<file path="config.mk">
export PLATFORM = sky130hd
export DESIGN_NAME = switch_bank
export DESIGN_NICKNAME = d
export VERILOG_FILES = /design/src/rtl/switch_bank.sv
export SDC_FILE = /design/constraint.sdc
export NUM_CORES = 1
export LEC_CHECK = 0
export ABC_AREA = 1
export ABC_CLOCK_PERIOD_IN_PS = 13100
export CAP_MARGIN = 20
export CORE_MARGIN = 1
export CORE_UTILIZATION = 57
export DETAILED_ROUTE_END_ITERATION = 6
export PLACE_DENSITY = 0.77
export SETUP_SLACK_MARGIN = 0.3
export SYNTH_ARGS = -nofsm -noshare
export SYNTH_HDL_FRONTEND = slang
export SYNTH_SLANG_ARGS = --single-unit
export TNS_END_PERCENT = 5
</file>
<file path="constraint.sdc">
create_clock -name CLK -period 13.1 [get_ports CLK]
set_input_delay 1.965 -clock CLK [delete_from_list [all_inputs] [get_ports CLK]]
set_output_delay 1.965 -clock CLK [all_outputs]
set_load 0.02 [all_outputs]
</file>
<file path="src/rtl/switch_bank.sv">
// rtl/switch_bank.sv - multi-channel debounced switch bank with edge, long-press and auto-repeat strobes
module switch_bank #(
    parameter int N               = 5,
    parameter int DEBOUNCE_CYCLES = 240000,
    parameter int LONG_CYCLES     = 120000000,
    parameter int REPEAT_CYCLES   = 24000000
) (
    input  logic         CLK,
    input  logic         RST,
    input  logic [N-1:0] sw,
    input  logic [N-1:0] rpt_en,
    output logic [N-1:0] d,
    output logic [N-1:0] pos,
    output logic [N-1:0] neg,
    output logic [N-1:0] long,
    output logic [N-1:0] rpt,
    output logic [N-1:0] held
);

    localparam int DCW = $clog2(DEBOUNCE_CYCLES + 1);
    localparam int HCW = $clog2(LONG_CYCLES + 1);
    localparam int RCW = $clog2(REPEAT_CYCLES + 1);

    localparam logic [DCW-1:0] DC_LAST = DCW'(DEBOUNCE_CYCLES - 1);
    localparam logic [DCW-1:0] DC_ONE  = DCW'(1);
    localparam logic [HCW-1:0] HC_LAST = HCW'(LONG_CYCLES - 1);
    localparam logic [HCW-1:0] HC_MAX  = HCW'(LONG_CYCLES);
    localparam logic [HCW-1:0] HC_ONE  = HCW'(1);
    localparam logic [RCW-1:0] RC_LAST = RCW'(REPEAT_CYCLES - 1);
    localparam logic [RCW-1:0] RC_ONE  = RCW'(1);

    logic [N-1:0] s1_q, s1_d, s2_q, s2_d;
    logic [N-1:0] d_q, d_d, pos_q, pos_d, neg_q, neg_d;
    logic [N-1:0] long_q, long_d, rpt_q, rpt_d, held_q, held_d;
    logic [DCW-1:0] dc_q [N];
    logic [DCW-1:0] dc_d [N];
    logic [HCW-1:0] hc_q [N];
    logic [HCW-1:0] hc_d [N];
    logic [RCW-1:0] rc_q [N];
    logic [RCW-1:0] rc_d [N];

    always_comb begin
        s1_d   = sw;
        s2_d   = s1_q;
        d_d    = d_q;
        pos_d  = '0;
        neg_d  = '0;
        long_d = '0;
        rpt_d  = '0;
        held_d = held_q;
        dc_d   = dc_q;
        hc_d   = hc_q;
        rc_d   = rc_q;
        for (int i = 0; i < N; i++) begin
            if (s2_q[i] == d_q[i]) begin
                dc_d[i] = '0;
            end else if (dc_q[i] == DC_LAST) begin
                dc_d[i]  = '0;
                d_d[i]   = s2_q[i];
                pos_d[i] = s2_q[i];
                neg_d[i] = ~s2_q[i];
            end else begin
                dc_d[i] = dc_q[i] + DC_ONE;
            end

            // A release edge wins over any long/repeat strobe due on the same edge.
            if (!d_q[i] || neg_d[i]) begin
                hc_d[i]   = '0;
                rc_d[i]   = '0;
                held_d[i] = 1'b0;
            end else begin
                if (hc_q[i] != HC_MAX) begin
                    hc_d[i] = hc_q[i] + HC_ONE;
                end
                if (hc_q[i] == HC_LAST) begin
                    long_d[i] = 1'b1;
                    held_d[i] = 1'b1;
                    rc_d[i]   = '0;
                end else if (held_q[i]) begin
                    // Phase runs regardless of rpt_en so re-enabling keeps cadence.
                    if (rc_q[i] == RC_LAST) begin
                        rc_d[i]  = '0;
                        rpt_d[i] = rpt_en[i];
                    end else begin
                        rc_d[i] = rc_q[i] + RC_ONE;
                    end
                end
            end
        end
    end

    always_ff @(posedge CLK or posedge RST) begin
        if (RST) begin
            s1_q   <= '0;
            s2_q   <= '0;
            d_q    <= '0;
            pos_q  <= '0;
            neg_q  <= '0;
            long_q <= '0;
            rpt_q  <= '0;
            held_q <= '0;
            dc_q   <= '{default: '0};
            hc_q   <= '{default: '0};
            rc_q   <= '{default: '0};
        end else begin
            s1_q   <= s1_d;
            s2_q   <= s2_d;
            d_q    <= d_d;
            pos_q  <= pos_d;
            neg_q  <= neg_d;
            long_q <= long_d;
            rpt_q  <= rpt_d;
            held_q <= held_d;
            dc_q   <= dc_d;
            hc_q   <= hc_d;
            rc_q   <= rc_d;
        end
    end

    assign d    = d_q;
    assign pos  = pos_q;
    assign neg  = neg_q;
    assign long = long_q;
    assign rpt  = rpt_q;
    assign held = held_q;

endmodule

</file>
==> results of run 1 <==
==> final timing paths <==
path,start,to,depth (start not counted)
worst min-delay path,s1_q[2],s2_q[2],0
worst max-delay path,held[3],held[3],1
min in group asynchronous,RST,dc_q[46],2
worst min register to register,s1_q[2],s2_q[2],0
max in group asynchronous,RST,rc_q[14],4
worst max register to register,dc_q[72],hc_q[119],8
==> per-layer routing <==
layer	wire length (µm)	GRT usage
met5	0	0
met4	1220	0.0845
met3	2110	0.0293
met2	24900	0.421
met1	24700	0.338
==> stage by stage <==
stage	instance area (µm²)	utilization	std cells
detailed placement	24900	0.596	4080
global placement	24900	0.596	4080
CTS	26600	0.634	4160
finish	26600	0.634	4160
global route	26600	0.634	4160
floorplan	24200	-	3544
==> power by group <==
part	total, mW	internal (mW)	switching (mW)
clock network	1.36	0.851	0.509
logic	0.0419	0.00895	0.0329
registers	1.22	1.21	0.00582
==> cells by family (layout without fill, tap and decap cells) <==
logic type	count (synthesis)	after routing	synth area share
buffers and inverters	460	537	0.0801
XOR/XNOR	134	134	0.0485
AO/OA/AOI/OAI	139	139	0.0322
adder cells (fa/ha/maj)	20	20	0.0103
flip-flops	390	390	0.404
AND/OR/NAND/NOR	2401	2401	0.425
==> state kept, by name, summed over array words and instances, names as in the netlist <==
signal and count:
hc_q 135, neg 5, s1_q 5, held 5
d 5, rpt 5, rc_q 125, pos 5
long 5, s2_q 5, dc_q 90
==> final cells by class <==
class	instances	area (µm²)
Fill cell	3838	15300
Multi-Input combinational cell	2694	12500
Sequential cell	390	9760
Inverter	412	1560
Clock buffer	60	1250
Tap cell	539	674
Timing Repair Buffer	45	453
Clock inverter	20	374
==> cell usage in the layout (no fill, tap or decap), drive strengths merged, types with 41 or more instances in the layout <==
cell           synthesis  routed
nand2               1111    1111
nor2                 752     752
inv                  408     408
dfrtp                390     390
nand3                295     295
nor3                 134     134
xor2                 106     106
a21oi                 76      76
nand4                 70      70
clkbuf                10      60
clkdlybuf4s50          0      41
==> flow_metrics.tcl, run 1 <==
set metrics [dict create \
    crit_path_max_fanout 19 \
    root_buffer "clkbuf_16" \
    vdd_ir_drop_max_v 0.000101 \
    dr.first_iter.drc_count 1469 \
    layout-drive-gt1-share 0.0539 \
    synth_area_per_cell_um2 6.82 \
    core_area_um2 41900 \
    synth_edf_count 0 \
    cts.path.max_buffers 3 \
    maxCapViolCount 0 \
    clock.fmax_mhz 247 \
    start_kind "flop" \
    cts_buffers 44 \
    drcViolationCount 0 \
    grt_pass1_wl_mm 92.1 \
    slowest_delay_ns 0.78 \
    path_class "reg2out" \
    dieArea_um2 43200 \
    diodes 0 \
    critPathArrivalTime_ns 2.08 \
    cts-resized-gates 0 \
    boundaryPins 42 \
    dr_total_vias 21540 \
    io_buffers 41 \
    die_w_um 208 \
    p_total_mw 2.62 \
    period_needed_ns 4.05 \
    area_growth_pct 9.81 \
    synth_cell_types 42 \
    finalClockSkew_ns 0.0237 \
    ys_seq_area_frac 0.404 \
    ys_seq_elements 390 \
    ys.flop_type "dfrtp_1" \
    cp_slowest_cell "dfrtp_1" \
    synth_area_leaders "dfrtp_1, nand2_1, nor2_1, inv_1, nand3_1" \
    drt_wl_total_mm 53.0 \
    setup_viol 0 \
    nNetsFinal 3619 \
    tightestPinTransition_ns 0.939 \
    via_per_inst 5.18 \
    p_leak_nw 11.7 \
    netlist.top_cell.by_area "dfrtp_1" \
    path_clk_slew_ns 0.06 \
    overflow 0 \
    synthCells 3544 \
    slew_headroom 0.374 \
    dp_hpwl_mm 37.8 \
    gp_congestion 0.934 \
    grt_pass1_vias 20012 \
    fin_crit_sh 0.309 \
    synth_top_area_share 0.404 \
    slew_violations 0 \
    end_kind "primary output" \
    rsz0062_at_grt "false" \
    status "complete, no violations" \
    reg2reg_slack_ns 10.65 \
    critPathTopFamily "flip-flops" \
    clock_sinks 390 \
    grtUsageTotal 0.251 \
    start_util 0.578 \
    dieHeight_um 208 \
    synth_area_um2 24200 \
    cp.required_ns 11.14 \
    yosysMostFrequentCell "nand2_1" \
    grt_antenna_before_repair 0 \
    critical_path_buf_inv_count 1 \
    min_path_type "reg2reg" \
    yosysWarnings 0 \
    whs_ns 0.351 \
    worstPathCellList "clkdlybuf4s50_1" \
    pre_cts_slack_ns 8.53 \
    power_density_nw_per_um2 98.6 \
    synthArstFlopShare 1.00 \
    cts_tree "yes" \
    synthTopCellsByCount "nand2_1, nor2_1, inv_1" \
    hold_viol 0 \
    wl_per_cell_um 12.7 \
    grt_max_degree 161 \
    htreeDepth 2 \
    clk_latency_ns 0.59 \
    antenna_left 0 \
    fin_tns_setup_ns 0 \
    core.rowCount 75 \
    firstDrtPassIters 5 \
    synth_nets 3576 \
    hold_buffers 0 \
    cts_setup_buffers 0 \
    setup_slack_ns 9.05 \
]
(Power assumes the default switching activity.)
==> inputs of run 2 (changes only) <==
Settings changed: ABC_CLOCK_PERIOD_IN_PS 13100 to 3400.
Clock period 13.1 ns to 3.4 ns, I/O delays scaled along.
==> run 2 against run 1 <==
Effect of this change:
- hold slack worse by 0.015 ns
- clock power rose to 3.7 times the previous value
- final area up 0.22%
- combinational power rose to 4.4 times the previous value
- routed wire length up 0.99%
- critical path type unchanged
- via count about the same
- worst setup slack worse by 8.2 ns
- sequential cell count unchanged
- first-iteration DRC count up 2.9%
- non-clock buffer count up 12
- clock skew down 0.0016 ns
- register-to-register slack worse by 9.5 ns
==> flow_metrics.tcl, run 2 (synthesis gave the netlist of run 1 again) <==
set metrics [dict create \
    hold_viol 0 \
    critical_path_buf_inv_count 1 \
    boundaryPins 42 \
    largest_register_ffs 135 \
    grt_antenna_before_repair 1 \
    cts_tree "yes" \
    root_buffer "clkbuf_16" \
    slew_violations 0 \
    maxCapViolCount 0 \
    clock.fmax_mhz 392 \
    gp_congestion 0.977 \
    start_kind "flop" \
    critPathTopFamily "flip-flops" \
    layout-drive-gt1-share 0.0565 \
    start_util 0.578 \
    period_needed_ns 2.55 \
    cts_setup_buffers 0 \
    postPlaceCellArea_um2 25100 \
    grt_max_degree 69 \
    cts-resized-gates 0 \
    largest-register "hc_q" \
    p_leak_nw 11.7 \
    end_kind "primary output" \
    dp_hpwl_mm 38.7 \
    wl_per_cell_um 12.8 \
    dieArea_um2 43200 \
    critPathArrivalTime_ns 2.04 \
    overflow 0 \
    cp.required_ns 2.89 \
    min_path_type "in2async" \
    drcViolationCount 0 \
    die_w_um 208 \
    status "complete, no violations" \
    setup_viol 0 \
    final_cells 4170 \
    vdd_ir_drop_max_v 0.000425 \
    cp_slowest_cell "dfrtp_1" \
    via_per_inst 5.17 \
    slowest_delay_ns 0.75 \
    core_area_um2 41900 \
    core.rowCount 75 \
    path_class "reg2out" \
    grt_pass1_wl_mm 93.8 \
    io_buffers 41 \
    final_common_cell "nand2_1" \
    area_growth_pct 10.0 \
    slew_headroom 0.549 \
    final_cell_mix "nand2_1, nor2_1, inv_1, dfrtp_1, nand3_1" \
    rsz0062_at_grt "false" \
    nNetsFinal 3631 \
    largest_registers "hc_q (135), rc_q (125), dc_q (90)" \
    dp_cells 4092 \
    worstPathCellList "clkdlybuf4s50_1" \
    cts.path.max_buffers 3 \
    finalClockSkew_ns 0.0221 \
    clock_sinks 390 \
    crit_path_max_fanout 19 \
    path_clk_slew_ns 0.06 \
    grt_pass1_vias 20419 \
    fin_tns_setup_ns 0 \
    antenna_left 0 \
    final_cell_area_um2 26600 \
    grtUsageTotal 0.253 \
    diodes 0 \
    power_density_nw_per_um2 371 \
    cts_buffers 44 \
    dr.first_iter.drc_count 1511 \
    tightestPinTransition_ns 0.674 \
    firstDrtPassIters 5 \
    clk_latency_ns 0.57 \
    htreeDepth 2 \
    fin_crit_sh 0.750 \
    dieHeight_um 208 \
    dr_total_vias 21556 \
    drt_wl_total_mm 53.5 \
    hold_buffers 0 \
]
==> run 2: changes by cell type in the layout (fill, tap and decap cells not counted), moves of 3 or more <==
cell | before | now
buf_12 | 1 | 6
buf_4 | 3 | 10
bufinv_16 | 9 | 6
clkinv_8 | 3 | 0
clkinvlp_4 | 3 | 8
==> run 2: area by class of cell <==
class | count | area (µm²)
multi-input combinational | 2694 | 12500
inverter | 412 | 1560
clock inverter | 18 | 269
clock buffer | 60 | 1260
fill | 3782 | 15200
sequential | 390 | 9760
tap | 539 | 674
timing repair buffer | 57 | 606
==> run 2: path summary, 6_finish.rpt <==
| check | cells after the start | start | endpoint | slack [ns] |
|---|---|---|---|---|
| hold / removal | 2 | RST | hc_q[76] | 0.34 |
| setup reg to reg | 8 | dc_q[72] | hc_q[119] | 1.14 |
| setup / recovery | 1 | held[3] | held[3] | 0.85 |
| hold reg to reg | 0 | s1_q[3] | s2_q[3] | 0.35 |
| min in group CLK | 0 | s1_q[3] | s2_q[3] | 0.35 |
| max in group asynchronous | 3 | RST | dc_q[8] | 2.21 |
==> run 2: report_power, final <==
group          internal, mW  switching, mW  total [mW]
clock network          3.06           1.95        5.01
registers              4.66         0.0207        4.68
logic                0.0501          0.134       0.184
total                  7.77           2.10        9.87
==> run 2: per-stage QoR <==
stage	total power, mW	util	hold slack, ns	setup slack (ns)
final	9.87	0.636	0.336	0.851
after global routing	10.2	0.636	0.347	0.731
after CTS	10.0	0.636	0.323	0.804
after detailed placement	4.96	0.599	0.342	1.12
after global placement	4.96	0.599	0.333	1.20
after floorplan	4.88	-	0.331	-2.36
==> run 2: layer usage <==
layer	vias up	global-route usage	wire length, µm	share of wire
li1	11219	-	-	-
met5	-	0	11	0.00021
met2	361	0.427	24900	0.47
met1	9899	0.343	25400	0.47
met3	75	0.0323	2140	0.040
met4	2	0.0733	1030	0.019
==> inputs of run 3 (changes only) <==
Settings changed: ABC_CLOCK_PERIOD_IN_PS 3400 to 2500, PLACE_DENSITY 0.77 to 0.74.
Clock period 3.4 ns to 2.5 ns, I/O delays scaled along.
==> run 3 against run 2 <==
Effect of this change:
- final area about the same
- global-route usage up 1.3 points
- hold slack worse by 0.21 ns
- die area unchanged
- critical path type unchanged
- critical endpoint is now held[4]
- highest routed layer is now met4
==> flow_metrics.tcl, run 3 (synthesis gave the netlist of run 1 again) <==
set metrics [dict create \
    status "complete, no violations" \
    dp_hpwl_mm 41.2 \
    hold_viol 0 \
    wl_per_cell_um 13.5 \
    final_cell_mix "nand2_1, nor2_1, inv_1, dfrtp_1, nand3_1" \
    fin_crit_sh 0.892 \
    n_fill_cell 3758 \
    pwr-share-clk 0.502 \
    worstPathCellList "clkdlybuf4s50_1" \
    nNetsFinal 3632 \
    finalClockSkew_ns 0.0157 \
    period_needed_ns 2.23 \
    overflow 0 \
    dieHeight_um 208 \
    drt_wl_total_mm 56.4 \
    layout-drive-gt1-share 0.0581 \
    grtUsageTotal 0.267 \
    io_buffers 41 \
    gp_congestion 0.963 \
    cts_buffers 44 \
    grt_antenna_before_repair 0 \
    htreeDepth 2 \
    grt_max_degree 72 \
    dr_total_vias 22298 \
    root_buffer "clkbuf_16" \
    slew_headroom 0.502 \
    p_seq_frac 0.479 \
    die_w_um 208 \
    largest-register "hc_q" \
    p_int_mw 10.4 \
    critPathTopFamily "buffers and inverters" \
    power_density_nw_per_um2 500 \
    cts_tree "yes" \
    min_path_type "in2async" \
    start_kind "flop" \
    crit_path_max_fanout 17 \
    path_class "reg2out" \
    swShare 0.217 \
    slew_violations 0 \
    dieArea_um2 43200 \
    clock.fmax_mhz 448 \
    cp_slowest_cell "clkdlybuf4s50_1" \
    tightestPinTransition_ns 0.744 \
    rsz0062_at_grt "true" \
    grt_pass1_vias 21253 \
    firstDrtPassIters 7 \
    area_growth_pct 10.0 \
    clock_sinks 390 \
    boundaryPins 42 \
    p_leak_nw 11.8 \
    cp.required_ns 2.12 \
    critPathArrivalTime_ns 1.85 \
    diodes 0 \
    drcViolationCount 0 \
    final_common_cell "nand2_1" \
    critical_path_buf_inv_count 1 \
    dr.first_iter.drc_count 1473 \
    switchingPower_mw 2.89 \
    via_per_inst 5.34 \
    end_kind "primary output" \
    grt_pass1_wl_mm 98.1 \
    antenna_left 0 \
    regArea_um2 9770 \
    cts.path.max_buffers 3 \
    multi_input_area_um2 12500 \
    combinationalPowerShare 0.019 \
    slowest_delay_ns 0.68 \
    start_util 0.578 \
    maxCapViolCount 0 \
    largest_registers "hc_q (135), rc_q (125), dc_q (90)" \
    path_clk_slew_ns 0.06 \
    vdd_ir_drop_max_v 0.000617 \
    p_total_mw 13.3 \
    setup_viol 0 \
    core_area_um2 41900 \
    final_util 0.636 \
    core.rowCount 75 \
    clk_latency_ns 0.58 \
    largest_register_ffs 135 \
]
run 3: final cells by class:
| type | instances | area share |
|---|---|---|
| Multi-Input combinational cell | 2694 | 0.469 |
| Timing Repair Buffer | 58 | 0.0236 |
| Clock buffer | 59 | 0.0466 |
| Sequential cell | 390 | 0.367 |
| Tap cell | 539 | 0.0253 |
| Clock inverter | 21 | 0.00973 |
| Inverter | 412 | 0.0585 |
run 3: power groups by stage:
stage	registers [mW]	clock network [mW]	logic (mW)
3_3_place_gp	6.48	0	0.258
6_report	6.37	6.69	0.251
2_1_floorplan	6.48	0	0.154
5_1_grt	6.37	7.08	0.294
3_5_place_dp	6.49	0	0.263
4_1_cts	6.37	6.86	0.264
run 3: per-stage QoR:
stage          setup TNS (ns)  cells  hold slack (ns)  setup WS, ns  area, µm²
6_report                    0   4173            0.123         0.270      26600
5_1_grt                     0   4173            0.129         0.202      26600
4_1_cts                     0   4173           0.0926         0.224      26600
3_5_place_dp                0   4093            0.336         0.405      25100
3_3_place_gp                0   4093            0.335         0.455      25100
2_1_floorplan        -1217.15   3544            0.331         -3.12      24200
run 3: path summary, 6_finish.rpt:
kind | startpoint | slack [ns] | cells past startpoint | endpoint
max | held[4] | 0.27 | 1 | held[4]
min | RST | 0.12 | 2 | hc_q[12]
max reg2reg | hc_q[0] | 0.37 | 10 | rc_q[17]
min reg2reg | s1_q[3] | 0.35 | 0 | s2_q[3]
max in group asynchronous | RST | 1.62 | 4 | held[3]
min in group CLK | sw[0] | 0.24 | 1 | s1_q[0]
run 3: what timing repair did:
item,4_1_cts,5_1_grt
setup endpoints to repair,8,58
buffers inserted,0,0
cloned,0,0
gates resized for setup,6,1
hold buffers,0,0
run 3: layer usage:
| metal | share of wire | vias to the layer above | GRT usage | wire length (µm) |
|---|---|---|---|---|
| met5 | 0 | - | 0 | 0 |
| met4 | 0.019 | 0 | 0.0802 | 1090 |
| met3 | 0.045 | 86 | 0.0312 | 2540 |
| met2 | 0.47 | 549 | 0.443 | 26300 |
| met1 | 0.47 | 10436 | 0.367 | 26500 |
| li1 | - | 11227 | - | - |
